$ cat config.mk
export PLATFORM = sky130hd
export DESIGN_NAME = adder_ctrl
export DESIGN_NICKNAME = d
export VERILOG_FILES = /design/src/rtl/adder_pkg.sv /design/src/rtl/adder_cycle_counter.sv /design/src/rtl/adder_ctrl.sv
export SDC_FILE = /design/constraint.sdc
export NUM_CORES = 1
export LEC_CHECK = 0
export ABC_CLOCK_PERIOD_IN_PS = 17410
export CORE_ASPECT_RATIO = 0.9
export CORE_UTILIZATION = 25
export CTS_CLUSTER_DIAMETER = 40
export DETAILED_ROUTE_END_ITERATION = 16
export SKIP_CTS_REPAIR_TIMING = 1
export SYNTH_ARGS = -nofsm -noshare
export SYNTH_HDL_FRONTEND = slang
export SYNTH_SLANG_ARGS = --single-unit
$ cat constraint.sdc
create_clock -name clock -period 17.41 [get_ports clock]
set_input_delay 3.482 -clock clock [delete_from_list [all_inputs] [get_ports clock]]
set_output_delay 3.482 -clock clock [all_outputs]
set_load 0.02 [all_outputs]
$ cat src/rtl/adder_pkg.sv
// Shared types and constants for the vector-add sequencer.
package adder_pkg;

    typedef enum logic [3:0] {
        IDLE,
        CHECK,
        RD_A_REQ,
        RD_A_DATA,
        RD_B_REQ,
        RD_B_DATA,
        WR_REQ,
        WR_DATA,
        DONE
    } state_t;

    localparam logic MEM_RD = 1'b0;
    localparam logic MEM_WR = 1'b1;

    // Elements are 4-byte words, so element index becomes a byte offset by shifting.
    localparam int ELEM_BYTES_LOG2 = 2;

endpackage

$ cat src/rtl/adder_cycle_counter.sv
// Saturating cycle counter with synchronous clear; exposes the value it will hold
// after the current cycle so the sequencer can report a count that includes it.
module adder_cycle_counter #(
    parameter int WIDTH = 32
) (
    input  logic             clock,
    input  logic             reset,
    input  logic             clear,
    input  logic             enable,
    output logic [WIDTH-1:0] next_count
);

    localparam logic [WIDTH-1:0] ONE = {{(WIDTH-1){1'b0}}, 1'b1};

    logic [WIDTH-1:0] count;

    always_comb begin
        next_count = (&count) ? count : count + ONE;
    end

    always_ff @(posedge clock or posedge reset) begin
        if (reset) begin
            count <= '0;
        end else if (clear) begin
            count <= '0;
        end else if (enable) begin
            count <= next_count;
        end
    end

endmodule

$ cat src/rtl/adder_ctrl.sv
// Vector-add sequencer: reads a[i] and b[i], writes c[i] = a[i] + b[i] one element at a
// time, then pulses finish and reports the number of cycles the run took.
module adder_ctrl
    import adder_pkg::*;
#(
    parameter int HOST_DATA_BITS = 32,
    parameter int MEM_ADDR_BITS  = 64,
    parameter int ELEM_BITS      = 32
) (
    input  logic                      clock,
    input  logic                      reset,
    input  logic                      launch,
    output logic                      finish,
    output logic                      event_counter_valid,
    output logic [HOST_DATA_BITS-1:0] event_counter_value,
    input  logic [HOST_DATA_BITS-1:0] length,
    input  logic [HOST_DATA_BITS-1:0] a_addr,
    input  logic [HOST_DATA_BITS-1:0] b_addr,
    input  logic [HOST_DATA_BITS-1:0] c_addr,
    output logic                      mem_req_valid,
    input  logic                      mem_req_ready,
    output logic                      mem_req_opcode,
    output logic [MEM_ADDR_BITS-1:0]  mem_req_addr,
    output logic                      mem_wr_valid,
    input  logic                      mem_wr_ready,
    output logic [ELEM_BITS-1:0]      mem_wr_bits,
    input  logic                      mem_rd_valid,
    input  logic [ELEM_BITS-1:0]      mem_rd_bits,
    output logic                      mem_rd_deq
);

    localparam logic [HOST_DATA_BITS-1:0] IDX_ONE = {{(HOST_DATA_BITS-1){1'b0}}, 1'b1};

    state_t                    state;
    logic [HOST_DATA_BITS-1:0] length_r;
    logic [HOST_DATA_BITS-1:0] a_base;
    logic [HOST_DATA_BITS-1:0] b_base;
    logic [HOST_DATA_BITS-1:0] c_base;
    logic [HOST_DATA_BITS-1:0] idx;
    logic [ELEM_BITS-1:0]      a_r;
    logic [ELEM_BITS-1:0]      b_r;
    logic                      launch_armed;
    logic                      start;
    logic [HOST_DATA_BITS-1:0] cycles_next;

    function automatic logic [MEM_ADDR_BITS-1:0] elem_addr(
        input logic [HOST_DATA_BITS-1:0] base,
        input logic [HOST_DATA_BITS-1:0] index
    );
        return MEM_ADDR_BITS'(base) + (MEM_ADDR_BITS'(index) << ELEM_BYTES_LOG2);
    endfunction

    // A launch level left high after a run must be seen low before it can start another.
    assign start = (state == IDLE) && launch && launch_armed;

    assign mem_rd_deq = mem_rd_valid && ((state == RD_A_DATA) || (state == RD_B_DATA));

    adder_cycle_counter #(
        .WIDTH(HOST_DATA_BITS)
    ) u_cycle_counter (
        .clock     (clock),
        .reset     (reset),
        .clear     (start),
        .enable    (state != IDLE),
        .next_count(cycles_next)
    );

    // Request/write outputs are set on the transition into the state that owns them and
    // cleared only on their handshake, so they never change while stalled.
    always_ff @(posedge clock or posedge reset) begin
        if (reset) begin
            state               <= IDLE;
            length_r            <= '0;
            a_base              <= '0;
            b_base              <= '0;
            c_base              <= '0;
            idx                 <= '0;
            a_r                 <= '0;
            b_r                 <= '0;
            launch_armed        <= 1'b1;
            finish              <= 1'b0;
            event_counter_valid <= 1'b0;
            event_counter_value <= '0;
            mem_req_valid       <= 1'b0;
            mem_req_opcode      <= MEM_RD;
            mem_req_addr        <= '0;
            mem_wr_valid        <= 1'b0;
            mem_wr_bits         <= '0;
        end else begin
            finish              <= 1'b0;
            event_counter_valid <= 1'b0;
            case (state)
                IDLE: begin
                    if (start) begin
                        length_r     <= length;
                        a_base       <= a_addr;
                        b_base       <= b_addr;
                        c_base       <= c_addr;
                        idx          <= '0;
                        launch_armed <= 1'b0;
                        state        <= CHECK;
                    end else if (!launch) begin
                        launch_armed <= 1'b1;
                    end
                end
                CHECK: begin
                    if (idx == length_r) begin
                        state <= DONE;
                    end else begin
                        mem_req_valid  <= 1'b1;
                        mem_req_opcode <= MEM_RD;
                        mem_req_addr   <= elem_addr(a_base, idx);
                        state          <= RD_A_REQ;
                    end
                end
                RD_A_REQ: begin
                    if (mem_req_ready) begin
                        mem_req_valid <= 1'b0;
                        mem_req_addr  <= '0;
                        state         <= RD_A_DATA;
                    end
                end
                RD_A_DATA: begin
                    if (mem_rd_valid) begin
                        a_r            <= mem_rd_bits;
                        mem_req_valid  <= 1'b1;
                        mem_req_opcode <= MEM_RD;
                        mem_req_addr   <= elem_addr(b_base, idx);
                        state          <= RD_B_REQ;
                    end
                end
                RD_B_REQ: begin
                    if (mem_req_ready) begin
                        mem_req_valid <= 1'b0;
                        mem_req_addr  <= '0;
                        state         <= RD_B_DATA;
                    end
                end
                RD_B_DATA: begin
                    if (mem_rd_valid) begin
                        b_r            <= mem_rd_bits;
                        mem_req_valid  <= 1'b1;
                        mem_req_opcode <= MEM_WR;
                        mem_req_addr   <= elem_addr(c_base, idx);
                        state          <= WR_REQ;
                    end
                end
                WR_REQ: begin
                    if (mem_req_ready) begin
                        mem_req_valid  <= 1'b0;
                        mem_req_opcode <= MEM_RD;
                        mem_req_addr   <= '0;
                        mem_wr_valid   <= 1'b1;
                        mem_wr_bits    <= a_r + b_r;
                        state          <= WR_DATA;
                    end
                end
                WR_DATA: begin
                    if (mem_wr_ready) begin
                        mem_wr_valid <= 1'b0;
                        mem_wr_bits  <= '0;
                        idx          <= idx + IDX_ONE;
                        state        <= CHECK;
                    end
                end
                DONE: begin
                    finish              <= 1'b1;
                    event_counter_valid <= 1'b1;
                    event_counter_value <= cycles_next;
                    state               <= IDLE;
                end
                default: begin
                    state <= IDLE;
                end
            endcase
        end
    end

endmodule

==> results of run 1 <==
[worst max path at each step]
stage | start | end | slack, ps | depth (start not counted)
after floorplan | reset | a_base[0] | 3830 | 1
after global placement | mem_rd_valid | mem_rd_deq | 8700 | 5
after detailed placement | mem_rd_valid | mem_rd_deq | 8660 | 5
after CTS | mem_rd_valid | mem_rd_deq | 8650 | 5
after global routing | mem_rd_valid | mem_rd_deq | 8550 | 5
final | mem_rd_valid | mem_rd_deq | 8670 | 5
[worst max-delay path, delay by kind of cell]
| family | cells | cell delay [ps] |
|---|---|---|
| and+or+nand+nor | 2 | 240 |
| buffers and inverters | 3 | 1530 |
[layer usage]
layer	global-route usage [%]	part of all wire, %
met5	0	0.012
met3	3.52	5.9
met2	21.6	44
met4	4.64	2.3
met1	20.3	48
[registers in the layout (all words and copies together), names as in the netlist]
register and flops:
mem_req_valid 1, idx 32, c_base 32, u_cycle_counter.count 32, state 4, mem_wr_bits 32, b_r 32, b_base 32
event_counter_valid 1, mem_wr_valid 1, a_r 32, event_counter_value 32, a_base 32, mem_req_opcode 1, length_r 32, mem_req_addr 35
launch_armed 1
[kinds of logic (layout without fill, tap and decap cells)]
kind of cell | count (synthesis) | in the layout | synth area share [%]
xor gates and xnor gates | 144 | 144 | 6.61
and+or+nand+nor | 892 | 892 | 19.8
muxes | 65 | 65 | 3.84
buffers and inverters | 157 | 454 | 3.77
adders and majority gates | 70 | 70 | 4.67
other | 1 | 32 | 0.0197
AOI/OAI and AO/OA | 408 | 408 | 13.5
DFF | 364 | 364 | 47.8
[synth_stat cells (4+ instances only)]
master and number:
a211oi_1 8, a21o_1 26, a21oi_1 97, a22o_1 17, a22oi_1 32, a31oi_1 12
and2_1 6, and3_1 12, and4_1 4, buf_1 4, buf_2 7, buf_4 30
clkbuf_1 90, dfrtp_1 363, ha_1 68, inv_1 25, mux2_2 65, nand2_1 616
nand2b_1 13, nand3_1 37, nand4_1 20, nor2_1 103, nor2b_1 9, nor3_1 24
nor4_1 14, o211ai_1 6, o21a_1 10, o21ai_0 107, o21ai_1 19, o21bai_1 4
o31ai_1 36, or2_2 6, or3_1 9, or4_1 4, xnor2_1 59, xor2_1 85
[power by group]
part	internal, W	leakage [nW]	switching [W]
Sequential	0.00114	4.75	0.000215
Clock	0.000954	1.29	0.000531
Combinational	0.000708	5.59	0.000980
[cell type report]
class / instances / area [µm²] / area share [%]
Sequential cell: 364 / 9110 / 35.9
Antenna cell: 3 / 7.51 / 0.0296
Multi-Input combinational cell: 1608 / 9380 / 36.9
Clock inverter: 48 / 608 / 2.40
Timing Repair Buffer: 289 / 2850 / 11.2
Tap cell: 1018 / 1270 / 5.02
Inverter: 25 / 101 / 0.399
Clock buffer: 92 / 2060 / 8.12
[per-stage QoR]
step                      total power, W  worst slack, ps  instance area, µm²  hold slack [ps]
after global routing             0.00485             8550               25400              488
after detailed placement         0.00307             8660               22700              462
final                            0.00453             8670               25400              471
after CTS                        0.00459             8650               25400              475
after floorplan                  0.00250             3830               19200              445
after global placement           0.00305             8700               22700              458
==> results.md, run 1 <==
Power:
- The static power due to leakage is 11.6 nW.
- For this design the ratio of total power to cell area is 178 nW/µm².
- The maximum resistive drop on vdd is roughly 0.1 mV.

Setup path:
- The worst register-to-register path ends at mem_req_addr[28].
- The path depth of the worst reg2reg path is 17.
- The setup slack on the worst flop-to-flop path is 12260 ps.
- The cell type of the slowest stage on the worst timing path is clkdlybuf4s50_1.
- The worst setup path is of the input pin to primary output kind.
- In this run the critical register-to-register path is launched from state[2].
- At the worst endpoint, the arrival time is 5260 ps.
- STA classifies the critical path startpoint as an input pin.
- The kind of capture point of the worst setup path is a primary output.
- For this run, the slowest stage of the critical path takes about 570 ps.
- Traced cell by cell, the critical path runs through clkdlybuf4s50_1 > nand2_1 > buf_4 > nand2_1 > clkdlybuf4s50_1.
- At the worst endpoint, the required time is 13930 ps.
- In this run the worst path has a maximum fanout of 34.

Clock tree:
- The maximum clock path buffer count is 3.
- The clock transition at the registers of the reported paths is approximately 50 ps.
- Counting every sink on the clock net gives 364.
- The H-tree level count is 3.
- The TritonCTS clock tree is done.
- The cell at the root of the clock tree is clkbuf_16.
- Buffers inserted during clock tree synthesis total 76.
- The worst-skew pair later-pin latency is around 620 ps.

Floorplan:
- The floorplan step set the die width to 293 µm.
- The total core area is 75100 µm².
- The top-level I/O count is 300.
- The initial standard-cell utilization of the core is 25.4%.
- The die covers 77400 µm².
- The height of the die is 264 µm.
- Row generation in the floorplan step produced 95 rows.

Global routing:
- The initial antenna violation count is 4.
- Entering global routing, the biggest net connects between 100 and 150 pins.
- The global-route total usage across every layer is ~14%.
- The first global-routing pass estimated 87.5 mm of wire.
- The number of global-route vias before repair is ~15000.
- The final global-route overflow total is 0.

Layout:
- The synthesis-to-layout area growth is 33.1%.
- The utilization after layout is 33.8%.
- In the layout the commonest cells are 616 x nand2_1, 363 x dfrtp_1, 270 x clkdlybuf4s50_1.
- Counting the fill cells in the layout gives 7824.
- The commonest non-fill, non-tap cell in the layout is nand2_1.
- In the final layout, the share of cells above drive strength 1 is 10.1%.
- The finished layout holds ~3400 standard cells, fillers aside.
- The final layout contains 2600 nets.

Detailed routing:
- For this run, design rule violations remaining after detail routing come to 0.
- The first TritonRoute pass finished after 6 iterations.
- The count of antenna-violating nets left after detailed routing is 0.
- The detailed router finished its first iteration with 862 violations.
- The mean number of vias per cell is around 4.5.
- The final wirelength is 56.4 mm.
- The routed wirelength normalized by instance count is approximately 16 µm.
- Summing over every cut layer, the via total after detailed routing is roughly 16000.

Yosys:
- The proportion of netlist area held by the largest area contributor is between 40% and 50%.
- The mean cell area of the mapped netlist is 9.08 µm².
- The sequential-to-total area share from yosys stat is 47.8%.
- By area the synthesized netlist is led by dfrtp_1 48%, nand2_1 12%, ha_1 4.5%, xor2_1 3.9%, mux2_2 3.8%.
- The number of distinct library cells after synthesis is 70.
- Synthesis produced 2101 cells.
- In this run the cell area of the synthesized design comes to about 19000 µm².
- The post-synthesis register bit count is 364.
- Summed over all instances, the cell type with the most area after synthesis is dfrtp_1.
- Among all flip-flop cells after synthesis, the most frequent one is dfrtp_1.
- The async set or reset register ratio after synthesis is 100%.
- During synthesis, Yosys emitted a total of 0 warnings.
- The synthesized design contains 0 enable-type register cells.

Place:
- The number of input and output port buffers inserted is 270.
- Once detailed placement completed, the half-perimeter wirelength came to 39.8 mm.
- In this run, placement finished with an instance count of 3304.
- Routability-driven placement finished with a final weighted congestion of 0.839.

Run status:
- The flow ran to the end, and the final reports show no timing, DRC or antenna violations.

STA:
- The ratio of final minimum period to clock period is 50.2%.
- The max-slew violation total from the final report is 0.
- For the pin with the worst max-slew slack, the measured transition is about 1000 ps.
- The number of hold-slack violations in the final timing report came to 0.
- The worst pin sits at a relative slew slack of 31.8%.
- The worst clock skew on the final layout is 31.6 ps.
- The maximum clock frequency is 0.114 GHz.
- Setup repair after global routing left no endpoint under its margin.
- The total negative setup slack is 0 ps.
- Setup violations remaining at the end of the flow were counted as 0.
- The time the worst path needs with I/O delays and setup is around 8700 ps.

Worst hold path:
- The number of cells on the worst hold path is 2.
- The source of the worst hold timing path is c_base[21].
- The endpoint of the worst hold-timing path is c_base[21].
- In this run the worst hold path is classified as flip-flop to flip-flop.

Run:
- The number of max-cap violations is 0.
Power figures use the tool's default switching activity.
==> inputs of run 2 (changes only) <==
- ABC_CLOCK_PERIOD_IN_PS: 17410 -> 8570
- clock period: 17.41 -> 8.57 ns (I/O delays scaled with it)
==> run 2 against run 1 <==
Net effect:
- global-route usage about the same
- final cell count shrank 0.15%
- via count up 0.73%
- wire length shrank 0.11%
- worst hold slack got worse by 2.4 ps
- critical path type unchanged
- largest power group unchanged
- highest routed layer is now met4
==> results.md, run 2 (same netlist as run 1, synthesis figures left out) <==
Setup path:
- The data arrival time of the worst path is 3410 ps (was 5260 ps).
- The critical path launch point is mem_rd_valid (unchanged).
- The launch instance of the worst register-to-register path was state[0] (was state[2]).
- The startpoint kind of the worst setup timing path was an input pin (unchanged).
- Worst path cell trace: clkdlybuf4s50_1 > nand2_1 > buf_4 > nand2_1 > clkdlybuf4s50_1 (unchanged).
- The required time of the critical path is 6860 ps (was 13930 ps).
- The critical setup path kind is input pin to primary output (unchanged).
- The maximum cell stage delay along the critical path was 560 ps (was 570 ps).
- The largest driver fanout on the critical path is 34 (unchanged).
- The kind of capture point of the worst setup path is a primary output (unchanged).
- The cell type of the slowest stage on the worst timing path is clkdlybuf4s50_1 (unchanged).

Layout:
- The net total in the final layout came to 2598 (was 2600).
- The post-layout instance area is 25500 µm² (was 25400 µm²).
- The commonest non-fill, non-tap cell in the layout is nand2_1 (unchanged).
- The number of fillers in the final layout came to 7733 (was 7824).
- The post-layout instance count excluding filler cells is 3442 (was 3447).
- The antenna diode instance count came to 0 (was 3).
- The flip-flop count of the largest register after layout is 35 (unchanged).
- The fraction of final layout cells sized beyond drive strength 1 was 9.94% (was 10.1%).
- The largest register by flop count was mem_req_addr (unchanged).
- The synthesis-to-layout area growth was 33.6% (was 33.1%).
- Commonest cells after routing, fill and taps aside: 616 x nand2_1, 363 x dfrtp_1, 270 x clkdlybuf4s50_1 (unchanged).

Global routing:
- The number of global-route vias before repair is 15400 (was 15300).
- The first-pass GRT wire length is 88.2 mm (was 87.5 mm).
- The global-route total usage across every layer was 14.5% (was 14.4%).
- The pin count of the biggest net entering global routing is 154 (was 122).
- The initial antenna violation count is 0 (was 4).
- The final global-route overflow total came to 0 (unchanged).

STA:
- The worst clock skew on the final layout is 36.7 ps (was 31.6 ps).
- The slew at the pin closest to its max-slew limit was 1100 ps (was 1020 ps).
- The headroom to the max-slew limit was 25.8% (was 31.8%).
- The final setup violation count is 0 (unchanged).
- The time the worst path needs with I/O delays and setup is 5130 ps.
- The total negative setup slack is 0 ps (unchanged).
- The max-slew violation total from the final report is 0 (unchanged).
- The ratio of final minimum period to clock period is approximately three fifths.
- The maximum clock frequency is 0.195 GHz.
- The number of hold-slack violations in the final timing report was 0 (unchanged).
- Unrepaired setup endpoints after global routing: no (unchanged).
- The final-layout worst hold slack came to 469 ps (was 471 ps).

Floorplan:
- The initial standard-cell utilization of the core is 25.4% (unchanged).
- The total core area was 75100 µm² (unchanged).
- The height of the die is 264 µm (unchanged).
- The top-level I/O count is 300 (unchanged).
- The die extent in x came to 293 µm (unchanged).
- The die outline area is 77400 µm² (unchanged).
- The number of placement rows is 95 (unchanged).

Clock tree:
- The cell at the root of the clock tree is clkbuf_16 (unchanged).
- The clock transition at the registers of the reported paths is 50 ps (about the same).
- The number of sinks on the clock net is 364 (unchanged).
- The maximum clock path buffer count is 3 (unchanged).
- The number of buffers created by CTS is 75 (was 76).
- The H-tree level count is 3 (unchanged).
- The worst-skew pair later-pin latency came to 630 ps (was 620 ps).
- The TritonCTS clock tree is done (unchanged).

Detailed routing:
- The routed wirelength normalized by instance count is 16.4 µm (about the same).
- The met1 routed wirelength after detailed routing is 27.5 mm (was 27.1 mm).
- The met2 wirelength from detailed routing is 24.4 mm (was 24.6 mm).
- The count of routing violations after the opening detailed-route iteration came to 935 (was 862).
- The total via count in the routed design is 15700 (was 15600).
- The DRC violations left was 0 (unchanged).
- The final wirelength was 56.3 mm (was 56.4 mm).
- The met3 wire length is 3.00 mm (was 3.33 mm).
- The count of antenna-violating nets left after detailed routing is 0 (unchanged).
- The highest routing layer actually used is met4 (was met5).
- The mean number of vias per cell is 4.57 (was 4.53).
- The first-pass detailed-route iteration total is 5 (was 6).

Place:
- The routability congestion estimate came to 0.870 (was 0.839).
- The number of input and output port buffers inserted was 270 (unchanged).
- The instance area at placement is 22700 µm² (about the same).
- The placed wire-length estimate after detailed placement is 40.3 mm (was 39.8 mm).
- The number of instances in the placed design came to 3303 (was 3304).

Power:
- The static power due to leakage was 11.6 nW (about the same).
- The maximum resistive drop on vdd is 0.150 mV (was 0.101 mV).
- The total power density per cell area is 364 nW/µm² (was 178 nW/µm²).

Worst hold path:
- The source of the worst hold timing path is b_base[19] (was c_base[21]).
- The class of the tightest hold or removal check is flip-flop to flip-flop (unchanged).

Run status:
- Result of the run: completed (unchanged).

Run:
- The number of max-cap violations is 0 (unchanged).
==> run 2: worst paths after layout <==
check                              endpoint  slack [ps]  cells after the start
hold reg to reg                  b_base[19]         470                      2
min in group asynchronous         c_base[7]        1610                      3
hold / removal                   b_base[19]         470                      2
setup reg to reg           mem_req_addr[31]        3790                     17
setup / recovery                 mem_rd_deq        3440                      5
max in group asynchronous           a_r[28]        5350                      4
==> run 2: where the power goes <==
part           total (W)  switching, W  internal (W)
Combinational    0.00340       0.00196       0.00144
Clock            0.00311       0.00106       0.00205
Sequential       0.00277      0.000453       0.00232
==> run 2: per-stage QoR <==
step	setup WS, ps	total power [W]	utilization (%)
floorplan	1970	0.00508	-
global placement	3390	0.00617	30.2
detailed placement	3430	0.00620	30.2
CTS	3410	0.00940	33.9
global route	3330	0.00992	33.9
finish	3440	0.00928	33.9
==> run 2: area by class of cell <==
class	instances	area, µm²	area share, %
timing repair buffer	288	2860	11.2
sequential	364	9110	35.8
inverter	25	97.6	0.383
multi-input combinational	1608	9380	36.8
tap	1018	1270	5.00
clock buffer	87	1970	7.74
clock inverter	52	779	3.06
==> run 2: worst max-delay path, delay by kind of cell <==
| kind | cells | cell delay [ps] |
|---|---|---|
| simple gates | 2 | 190 |
| buf+inv | 3 | 1480 |
==> run 2: routing by layer <==
metal | vias up | global-route usage, %
met5 | - | 0
met4 | 0 | 4.84
met3 | 87 | 2.87
met2 | 398 | 21.2
met1 | 7564 | 21.1
li1 | 7695 | -
